### config.mk
export PLATFORM = sky130hd
export DESIGN_NAME = serial_adder
export DESIGN_NICKNAME = d
export VERILOG_FILES = /design/src/rtl/serial_adder_pkg.sv /design/src/rtl/serial_adder_fa_cell.sv /design/src/rtl/serial_adder.sv
export SDC_FILE = /design/constraint.sdc
export NUM_CORES = 1
export LEC_CHECK = 0
export ABC_AREA = 1
export CORE_MARGIN = 5
export CORE_UTILIZATION = 30
export DETAILED_ROUTE_END_ITERATION = 8
export DONT_BUFFER_PORTS = 1
export PLACE_DENSITY = 0.41
export SYNTH_ARGS = -nofsm -noshare
export SYNTH_HDL_FRONTEND = slang
export SYNTH_SLANG_ARGS = --single-unit
### constraint.sdc
create_clock -name clk -period 2.2 [get_ports clk]
set_input_delay 0.33 -clock clk [delete_from_list [all_inputs] [get_ports clk]]
set_output_delay 0.33 -clock clk [all_outputs]
set_load 0.01 [all_outputs]
### src/rtl/serial_adder_pkg.sv
`default_nettype none
// ============================================================================
// Module      : serial_adder_pkg
// Description : Shared types and elaboration helpers for the serial adder.
//               Holds the FSM state encoding and the functions that derive
//               the digit count (STEPS) and the digit counter width.
// Revision    : 1.0 - initial release
// ============================================================================
package serial_adder_pkg;

  typedef enum logic [1:0] {
    IDLE = 2'd0,
    RUN  = 2'd1,
    DONE = 2'd2
  } state_t;

  // Number of clocks needed to walk all digits of the operands.
  function automatic int calc_steps(input int width, input int digit);
    return (digit > 0) ? (width / digit) : 1;
  endfunction

  // Counter width for STEPS values; never narrower than one bit so a
  // single-step configuration still has a legal counter.
  function automatic int calc_cnt_w(input int steps);
    int w;
    w = $clog2(steps);
    return (w < 1) ? 1 : w;
  endfunction

endpackage
`default_nettype wire

### src/rtl/serial_adder_fa_cell.sv
`default_nettype none
// ============================================================================
// Module      : fa_cell
// Description : Single-bit full adder cell used to build the ripple chain.
// Ports       : a, b  - addend bits
//               ci    - carry in
//               s     - sum bit  (a ^ b ^ ci)
//               co    - carry out ((a & b) | ((a ^ b) & ci))
// Revision    : 1.0 - initial release
// ============================================================================
module fa_cell (
  input  logic a,
  input  logic b,
  input  logic ci,
  output logic s,
  output logic co
);

  logic w_p;

  assign w_p = a ^ b;
  assign s   = w_p ^ ci;
  assign co  = (a & b) | (w_p & ci);

endmodule
`default_nettype wire

### src/rtl/serial_adder.sv
`default_nettype none
// ============================================================================
// Module      : serial_adder
// Description : Multi-cycle adder computing a + b + cin over WIDTH bits,
//               DIGIT bits per clock through a ripple chain of fa_cell.
//               Produces sum, carry-out and signed overflow with a
//               start / busy / done handshake. All outputs are registered.
// Ports       : clk    - clock, rising edge active
//               rst_n  - asynchronous active-low reset
//               start  - request, accepted when busy = 0
//               a, b   - WIDTH-bit operands, captured on accepted start
//               cin    - carry in, captured on accepted start
//               busy   - high while digits are being added
//               done   - one-cycle pulse when the result is valid
//               sum    - WIDTH-bit result, held until the next completion
//               cout   - carry out of bit WIDTH-1
//               ovf    - two's-complement overflow
// Revision    : 1.0 - initial release
// ============================================================================
module serial_adder
  import serial_adder_pkg::*;
#(
  parameter int WIDTH = 8,
  parameter int DIGIT = 1
) (
  input  logic             clk,
  input  logic             rst_n,
  input  logic             start,
  input  logic [WIDTH-1:0] a,
  input  logic [WIDTH-1:0] b,
  input  logic             cin,
  output logic             busy,
  output logic             done,
  output logic [WIDTH-1:0] sum,
  output logic             cout,
  output logic             ovf
);

  localparam int                 c_STEPS = calc_steps(WIDTH, DIGIT);
  localparam int                 c_CNT_W = calc_cnt_w(c_STEPS);
  localparam logic [c_CNT_W-1:0] c_LAST  = c_CNT_W'(c_STEPS - 1);

  generate
    if ((DIGIT < 1) || (WIDTH < 2) || ((WIDTH % DIGIT) != 0)) begin : g_param_check
      $error("serial_adder: WIDTH must be >= 2 and a multiple of DIGIT");
    end
  endgenerate

  state_t             r_state;
  logic [WIDTH-1:0]   r_a;
  logic [WIDTH-1:0]   r_b;
  logic               r_carry;
  logic [c_CNT_W-1:0] r_cnt;

  logic [DIGIT:0]     w_c;
  logic [DIGIT-1:0]   w_s;
  logic [WIDTH-1:0]   w_a_next;

  // Ripple chain over the low DIGIT bits of the operand shift registers.
  assign w_c[0] = r_carry;

  generate
    for (genvar i = 0; i < DIGIT; i++) begin : g_chain
      fa_cell u_fa (
        .a  (r_a[i]),
        .b  (r_b[i]),
        .ci (w_c[i]),
        .s  (w_s[i]),
        .co (w_c[i+1])
      );
    end
  endgenerate

  // Operand A doubles as the sum accumulator: each right shift frees DIGIT
  // bits at the top that are refilled with the freshly computed result bits.
  // After STEPS shifts the register holds the complete sum, LSB digit lowest.
  generate
    if (DIGIT == WIDTH) begin : g_acc_full
      assign w_a_next = w_s;
    end else begin : g_acc_shift
      assign w_a_next = {w_s, r_a[WIDTH-1:DIGIT]};
    end
  endgenerate

  always_ff @(posedge clk or negedge rst_n) begin
    if (!rst_n) begin
      r_state <= IDLE;
      r_a     <= '0;
      r_b     <= '0;
      r_carry <= 1'b0;
      r_cnt   <= '0;
      busy    <= 1'b0;
      done    <= 1'b0;
      sum     <= '0;
      cout    <= 1'b0;
      ovf     <= 1'b0;
    end else begin
      case (r_state)
        IDLE, DONE: begin
          done <= 1'b0;
          if (start) begin
            r_a     <= a;
            r_b     <= b;
            r_carry <= cin;
            r_cnt   <= '0;
            busy    <= 1'b1;
            r_state <= RUN;
          end else begin
            r_state <= IDLE;
          end
        end

        RUN: begin
          r_a     <= w_a_next;
          r_b     <= r_b >> DIGIT;
          r_carry <= w_c[DIGIT];
          r_cnt   <= r_cnt + c_CNT_W'(1);
          if (r_cnt == c_LAST) begin
            // Carry into the MSB is the carry entering the top cell of the
            // final digit; carry out of the MSB leaves that same cell.
            sum     <= w_a_next;
            cout    <= w_c[DIGIT];
            ovf     <= w_c[DIGIT] ^ w_c[DIGIT-1];
            busy    <= 1'b0;
            done    <= 1'b1;
            r_state <= DONE;
          end
        end

        default: begin
          busy    <= 1'b0;
          done    <= 1'b0;
          r_state <= IDLE;
        end
      endcase
    end
  end

endmodule
`default_nettype wire

Word-level counts from Yosys, hierarchy flattened
Cells that the tools add are included.
Word-level totals
  memories kept: 0
  RAM bits: 0
  output and inout bits: 12
  logic and storage cells: 44
  input port bits: 20
  memory bits (read-only): 0
  register bits after elaboration: 34
  bits in latches: 0
Operators by class
  equality and inequality tests: 5
  div/mod/pow operators: 0
  bitwise gates (word level): 6
  $add $sub $neg: 1
  magnitude comparators: 0
  shifts and indexed selects: 0
  $mul: 0
  muxes and demuxes: 16
  reductions and logical operators: 6
Operator list (count)
  8-bit one-hot mux with 2 select lines: 2
  8-bit 2-to-1 mux: 2
  1-bit 2-to-1 mux: 6
  3-bit one-hot mux with 2 select lines: 1
  2-bit AND reduction: 3
  2-bit != test (second input constant): 2
  1-bit one-hot mux with 2 select lines: 2
  2-bit one-hot mux with 2 select lines: 1
  3-bit by 1-bit adder with 3-bit output (second input constant): 1
  3-bit equality test (second input constant): 1
  3-bit 2-to-1 mux: 1
  1-bit bitwise XOR: 3
  1-bit bitwise AND: 2
  2-bit by 1-bit equality test with 1-bit output (second input constant): 1
  2-bit equality test (second input constant): 1
  2-bit logical NOT: 1
  2-bit 2-to-1 mux: 1
  2-bit nonzero test: 1
  2-bit OR reduction: 1
  1-bit OR: 1

Longest topological paths before layout
Gate-level depths: netlist (run 1).
  word-level depth: 4
  gate-level depth with buffers: 8
  depth with buffers taken out: 6

Cells and area by module
Synthesis (run 1) repeated with hierarchy kept, for this count alone.
Unflattened totals
  cell total of the unflattened synthesis: 201
  area, all modules: 1690.4 sq um
Modules (own cells, without submodules)
  serial_adder: area each 1670.4 sq um, instances 1, cells each 200, sequential area each 825.8 sq um
  fa_cell: area each 20.0 sq um, instances 1, cells each 1, sequential area each 0.0 sq um

Worst setup path before layout (run 1)
Ideal clock, no wire load.
  path kind: register to register
  start: reg r_carry
  end: reg r_a[7]
  path buffers: 0
  period minus slack after synthesis: 1.256 ns
  path slack: 0.944 ns
  required time: 2.083 ns
  arrival: 1.138 ns
  setup time: 0.117 ns
  cell stages (with the launch flop): 6
  cell sequence: dfrtp_1 fa_1 inv_1 nand3_1 nand3_1 nand2_1
On the way
  word-level cells in the longest chain between the ends: 2
Ends and longest elaborated chain
  start, declared: line serial_adder.sv:52  | logic r_carry;
  start signal, assigned: line serial_adder.sv:104  | r_carry <= cin;
  start signal, assigned: line serial_adder.sv:116  | r_carry <= w_c[DIGIT];
  1-bit bitwise XOR: line serial_adder_fa_cell.sv:22  | assign s = w_p ^ ci;
  via g_chain[0].u_fa.s: line serial_adder_fa_cell.sv:15  | output logic s,
  8-bit one-hot mux with 2 select lines: line serial_adder.sv:98  | case (r_state)
  end signal, assigned: line serial_adder.sv:114  | r_a <= w_a_next;
  end, declared: line serial_adder.sv:50  | logic [WIDTH-1:0] r_a;
The timed path passes the listed nets, and every way through them passes these cells.
A chain may end at the register's enable or synchronous reset.

Worst setup path after layout (run 1)
  start: reg r_state[1]
  end: reg r_a[6]
On the way
  word-level cells in the longest chain between the ends: 4
  elaborated cells on any way between the ends: 8
  those cells by class: eq/ne (3); mux (1); reduce/logical (4)
Ends and longest elaborated chain
  start, declared: line serial_adder.sv:49  | state_t r_state;
  start signal, assigned: line serial_adder.sv:87  | r_state <= IDLE;
  start signal, assigned: line serial_adder.sv:107  | r_state <= RUN;
  start signal, assigned: line serial_adder.sv:109  | r_state <= IDLE;
  2-bit equality test or 2-bit logical NOT (tied branches): line serial_adder.sv:98
  2-bit OR reduction: line serial_adder.sv:98
  2-bit != test (no source line) or 2-bit nonzero test (tied branches)
  2-bit AND reduction (no source line)
Several ways; a longest one is shown, not always the timed one.

==> results of run 1 <==
[flip-flops by register name, indices dropped and copies added (netlist names)]
| signal | count |
|---|---|
| busy | 1 |
| cout | 1 |
| ovf | 1 |
| r_a | 8 |
| r_b | 8 |
| r_carry | 1 |
| r_cnt | 3 |
| r_state | 2 |
| sum | 8 |
[synth_stat cells (all sizes together)]
cell   number  area, sq um
a21oi       1        8.760
buf         7        66.31
dfrtp      33        825.8
fa          1        20.02
ha          2        25.02
inv        36        145.1
nand2      72        312.8
nand3      33        165.2
nor2        3        18.77
o21ai      12        93.84
xor2        1        8.760
[critical path: cells and delay by family (launching register included)]
kind | cells | cell delay [ps]
simple gates | 4 | 490
flops | 1 | 470
buf+inv | 2 | 380
[power by group through the flow]
stage	clock network [mW]	logic, mW	registers, mW
2_1_floorplan	0	1.15	1.09
4_1_cts	0.525	1.28	1.17
3_3_place_gp	0	1.24	1.17
5_1_grt	0.562	1.48	1.21
6_report	0.518	1.25	1.16
3_5_place_dp	0	1.26	1.18
[metal layers]
metal,vias to the layer above,GRT usage [%]
met5,-,0
met2,39,17.37
met3,9,4.951
met1,589,15.50
met4,0,4.029
li1,621,-
[what timing repair did]
item,in CTS,in global routing
hold buffers,2,0
endpoints found under the hold margin,33,0
resized for setup,0,0
[area by class of cell]
| cell class | count | share of cell area (%) |
|---|---|---|
| well taps | 72 | 4.862 |
| multi-input cells | 125 | 35.25 |
| repair buffers | 3 | 2.026 |
| flip-flops and latches | 33 | 44.56 |
| clock inverters | 1 | 0.2701 |
| clock buffers | 7 | 5.199 |
| inverters | 36 | 7.833 |
[cells by family after synthesis]
family	share of synthesized area [%]
compound gates	6.070
xor+xnor	0.5182
fa+ha+maj	2.665
buf+inv	12.51
flops	48.85
simple gates	29.39
[worst min-delay path by stage]
stage,cells past startpoint,from,slack (ps),endpoint
floorplan,0,rst_n,30,busy
global placement,0,rst_n,40,sum[2]
detailed placement,0,rst_n,40,sum[2]
CTS,2,start,210,r_b[7]
global route,2,start,250,busy
finish,2,start,200,r_b[7]
[metrics by stage]
stage          area, sq um  total power [mW]  setup slack (ps)  utilization (%)  cells
3_3_place_gp          1722             2.406             766.7            31.27    267
5_1_grt               1853             3.257             598.4            33.65    277
2_1_floorplan         1690             2.238             944.4                -    201
3_5_place_dp          1722             2.440             724.6            31.27    267
6_report              1853             2.930             728.9            33.65    277
4_1_cts               1853             2.978             723.7            33.65    277
==> summary.md, run 1 <==
| Metric | Value |
|---|---|
| Fin crit period | 1471 ps |
| I/O pin cnt | 32 |
| Max H-tree Level | 2 |
| Area delta synth->final | 9.623% |
| Pwr dens | 1581 nW/um^2 |
| Status | finished clean |
| Slew @ Worst Pin | just over 500 ps |
| Die ar. | approximately 7200 sq um |
| Pint | 1.645 mW |
| Yosys cell types | 22 |
| Finish-stage setup viols | 0 |
| Placer Congestion | ~0.75 |
| Avg Cell Area, Syn | 8.410 sq um |
| Met3 routed wirelength | 253 um |
| Max IR drop VDD | 0.7353 mV |
| Crit-path cells | inv_2, nand2_8, nand2_8, inv_8, nand2_1, nand2_1 |
| # diodes | 0 |
| Worst skew pair latency | 290 ps |
| FF-to-FF Start | r_state[1] |
| CTS root buf | clkbuf_8 |
| Number of DRC markers in iteration 0 | 80 |
| Pre-antenna DRT Iters | 4 |
| Fillcell total | 598 |
| Syn_nets | 224 |
| Cells after synthesis | about 200 |
| CP endpoint | r_a[6] |
| Crit start category | register |
| Synth warn | 0 |
| Clock buffer depth | 2 |
| Max Used Layer | met4 |
| Register Area | 825.8 sq um |
| Most common cell after layout, fill and taps aside | nand2_1 |
| Sequential Power Share | 39.6% |
| Reg-to-reg slack, setup | around 730 ps |
| R2R cell count | 6 |
| Vias | about 1300 |
| Share of layout cells above drive strength 1 | 13.66% |
| Crit path kind | reg -> reg |
| Crit. Startpoint | r_state[1] |
| Vias per cell | 4.542 |
| Starting Density | 30.70% |
| Synth Register Bits | 33 |
| Core Area | around 5500 sq um |
| Slowest CP cell | dfrtp_1 |
| Die outline width | 85.07 um |
| Final TNS setup | 0 ps |
| Crit-path max cell delay | 470 ps |
| Crit path arrival time | 1650 ps |
| Clk pwr share | around 18% |
| First-pass GRT wire length | 6672 um |
| Wire per inst | 13.62 um |
| Grt total ovfl | 0 |
| CTS tree | built |
| Fmax | between 600 and 700 MHz |
| CTS clk-pin slew, worst paths | 70 ps |
| Reg2Reg Capture Point | r_a[6] |
| Post-Route M1 WL | approximately 1800 um |
| Comb power frac | 42.7% |
| Slew HR | 65.90% |
| Net load switching power | ~1.3 mW |
| Sw Ratio | a little over two fifths |
| Worst-path fanout max | 19 |
| Unrepaired setup endpoints after global routing | no |
| Seq/Total Area, Yosys | 48.85% |
| Post-Syn Area | around 1700 sq um |
| Tightest Hold Check Type | in -> reg |
| Clk sink count | 33 |
| Initial antenna violation count | 0 |
| Skew final | 7.685 ps |
| Leakage | 0.9994 nW |
| DR WL met2 | 1656 um |
| Hold slack final | around 200 ps |
| DRC | 0 |
| Final ANT Viol Nets | 0 |
| Worst Setup End Kind | register |
| CP required | between 2000 and 2500 ps |
| Die height | about 85 um |
| Largest net degree at the start of global routing | 34 |
| Final Hold Viols | 0 |
| Num CTS Buffers | 5 |
| Most frequent cells in the layout | nand2_1 (68), inv_1 (33), nand3_1 (33), dfrtp_1 (33), o21ai_2 (9) |
| Max-Cap Viols | 0 |
| Drt total wl | 3774 um |
| Final Max Tran Viols | 0 |
| Fin crit share | approximately two thirds |
| IO buf count | 0 |
| HPWL after detailed placement | 2753 um |
| Final nets | 227 |
| GRT Overall Usage | 11.79% |
| Vias in the first global route | 1347 |
| # rows | 27 |
| Setup Fix Bufs, Post-CTS | 0 |
| Multi-input logic area | 653.1 sq um |
(Power assumes the default switching activity.)
==> inputs of run 2 (changes only) <==
--- a/config.mk
+++ b/config.mk
@@ -10,7 +10,7 @@
 export CORE_UTILIZATION = 30
 export DETAILED_ROUTE_END_ITERATION = 8
 export DONT_BUFFER_PORTS = 1
-export PLACE_DENSITY = 0.41
+export PLACE_DENSITY = 0.42
 export SYNTH_ARGS = -nofsm -noshare
 export SYNTH_HDL_FRONTEND = slang
 export SYNTH_SLANG_ARGS = --single-unit
==> constraint.sdc (replaced) <==
create_clock -name clk -period 1.3 [get_ports clk]
set_input_delay 0.195 -clock clk [delete_from_list [all_inputs] [get_ports clk]]
set_output_delay 0.195 -clock clk [all_outputs]
set_load 0.01 [all_outputs]
==> summary.md, run 2 (synthesized netlist as in run 1, its figures left out) <==
| Metric | Value |
|---|---|
| Die height | 85.07 um |
| # rows | 27 |
| Area delta synth->final | 18.43% |
| Share of layout cells above drive strength 1 | 21.92% |
| CTS tree | built |
| Most common cell after layout, fill and taps aside | nand2_1 |
| IO buf count | 0 |
| Area after DPL | 1797 sq um |
| Unrepaired setup endpoints after global routing | yes |
| Crit path kind | reg -> reg |
| Util after Layout | between 30% and 40% |
| Reg2Reg Capture Point | r_a[7] |
| Multi-input logic area | between 600 and 700 sq um |
| CTS clk-pin slew, worst paths | 70 ps |
| Met2 Usage GRT | 16.81% |
| Pwr Total | 5.570 mW |
| Pwr dens | 2782 nW/um^2 |
| GR Layer Usage met3 | 3.592% |
| Fin crit period | 1254 ps |
| Register Area | slightly above 800 sq um |
| Final instance area | 2002 sq um |
| I/O pin cnt | 32 |
| Num CTS Buffers | 5 |
| Slew HR | between 80% and 90% |
| Most frequent cells in the layout | nand2_1 (68), nand3_1 (32), inv_1 (31), dfrtp_1 (31), buf_4 (13) |
| Worst-path fanout max | 2 |
| Final nets | 241 |
| Placer Congestion | 0.7105 |
| Clk pwr share | 18.4% |
| Busiest layer in global routing | met1 |
| Starting Density | between 30% and 40% |
| Max-Cap Viols | 0 |
| First-pass GRT wire length | between 6000 and 7000 um |
| Tightest Hold Check Type | in -> reg |
| Die ar. | approximately 7200 sq um |
| HPWL after detailed placement | 2538 um |
| Leakage | 1.072 nW |
| Fmax | between 700 and 800 MHz |
| Initial antenna violation count | 0 |
| Pint | 3.241 mW |
| Comb power frac | 47.1% |
| Die outline width | 85.07 um |
| Sw Ratio | 41.81% |
| Status | finished clean |
| Number of DRC markers in iteration 0 | 56 |
| Vias in the first global route | 1291 |
| R2R cell count | 5 |
| Core Area | 5507 sq um |
| Met1 Use GR | 17.03% |
| Max H-tree Level | 2 |
| Crit path arrival time | 1480 ps |
| Clk sink count | 33 |
| Largest net degree at the start of global routing | 34 |
| Post-route setup slack | 45.71 ps |
| Sequential Power Share | 34.6% |
| Fillcell total | 569 |
| Net load switching power | approximately 2.3 mW |
| Final Hold Viols | 0 |
| Slew @ Worst Pin | just over 200 ps |
| # diodes | 0 |
| Final ANT Viol Nets | 0 |
| Max IR drop VDD | 1.403 mV |
| Crit start category | register |
| Crit. Startpoint | r_a[0] |
| DRC | 0 |
| DP Worst Slack | -7.875 ps |
| Vias | 1285 |
| FF-to-FF Start | r_a[0] |
| Largest registers | r_a (8), r_b (8), sum (8) |
| Final Max Tran Viols | 0 |
| Drt total wl | 4023 um |
| Fin crit share | 96.48% |
| Skew final | 11.09 ps |
| CTS root buf | clkbuf_8 |
| Worst skew pair latency | 290 ps |
| Clock buffer depth | 2 |
| Finish-stage setup viols | 0 |
| Pre-antenna DRT Iters | 4 |
| CP required | 1530 ps |
| Wire per inst | approximately 14 um |
| Grt total ovfl | 0 |
| Vias per cell | 4.416 |
| GRT Overall Usage | 11.90% |
| Reg-to-reg slack, setup | roughly 46 ps |
| Worst Setup End Kind | register |
| CP endpoint | r_a[7] |
run 2: changes by cell type in the layout (fill, tap and decap cells not counted), sizes merged:
cell	before	now
clkinv	1	0
buf	2	15
nand2	72	73
bufinv	0	1
run 2: final cells by class:
cell class              count  share of cell area [%]
well taps                  72                   4.500
flip-flops and latches     33                   41.37
clock buffers               7                   4.313
inverters                  36                   7.250
clock inverters             1                   1.500
repair buffers             16                   7.375
multi-input cells         126                   33.69
run 2: critical path, stage by stage, from the launching register on:
cell and delay [ps]:
dfrtp_1 410, fa_2 570, inv_2 40, nand3_2 50
nand3_1 70, nand2_1 50
run 2: how the worst min path moves through the flow:
stage	start	endpoint	slack, ps	cells past startpoint
after floorplan	rst_n	busy	-100	0
after global placement	rst_n	sum[1]	-100	0
after detailed placement	rst_n	sum[1]	-100	0
after CTS	start	r_b[7]	60	2
after global routing	start	r_b[7]	70	2
final	start	r_b[7]	70	2
run 2: repair_timing:
action / 4_1_cts / 5_1_grt
hold endpoints to repair: 33 / 0
cloned: 1 / 0
buffers inserted: 0 / 3
resized for setup: 2 / 7
setup endpoints to repair: 10 / 29
pin swaps: 1 / 2
hold buffers: 2 / 0
run 2: stage by stage:
step	TNS [ps]	std cells	hold WS [ps]
after floorplan	0	201	-100.6
after global placement	0	277	-99.29
after detailed placement	-37.34	277	-99.26
after CTS	0	288	55.52
after global routing	-33.81	291	73.36
final	0	291	65.85
run 2: layer usage:
metal,vias up,routed length (um)
li1,655,-
met1,592,2100
met2,31,1698
met3,7,165
met4,0,59
met5,-,0
run 2: power by group through the flow:
stage / Sequential [mW] / Clock, mW / Combinational [mW]
6_report: 1.93 / 1.02 / 2.62
5_1_grt: 1.99 / 1.10 / 3.03
4_1_cts: 1.93 / 1.05 / 2.48
3_5_place_dp: 1.95 / 0 / 2.39
3_3_place_gp: 1.94 / 0 / 2.37
2_1_floorplan: 1.85 / 0 / 1.94
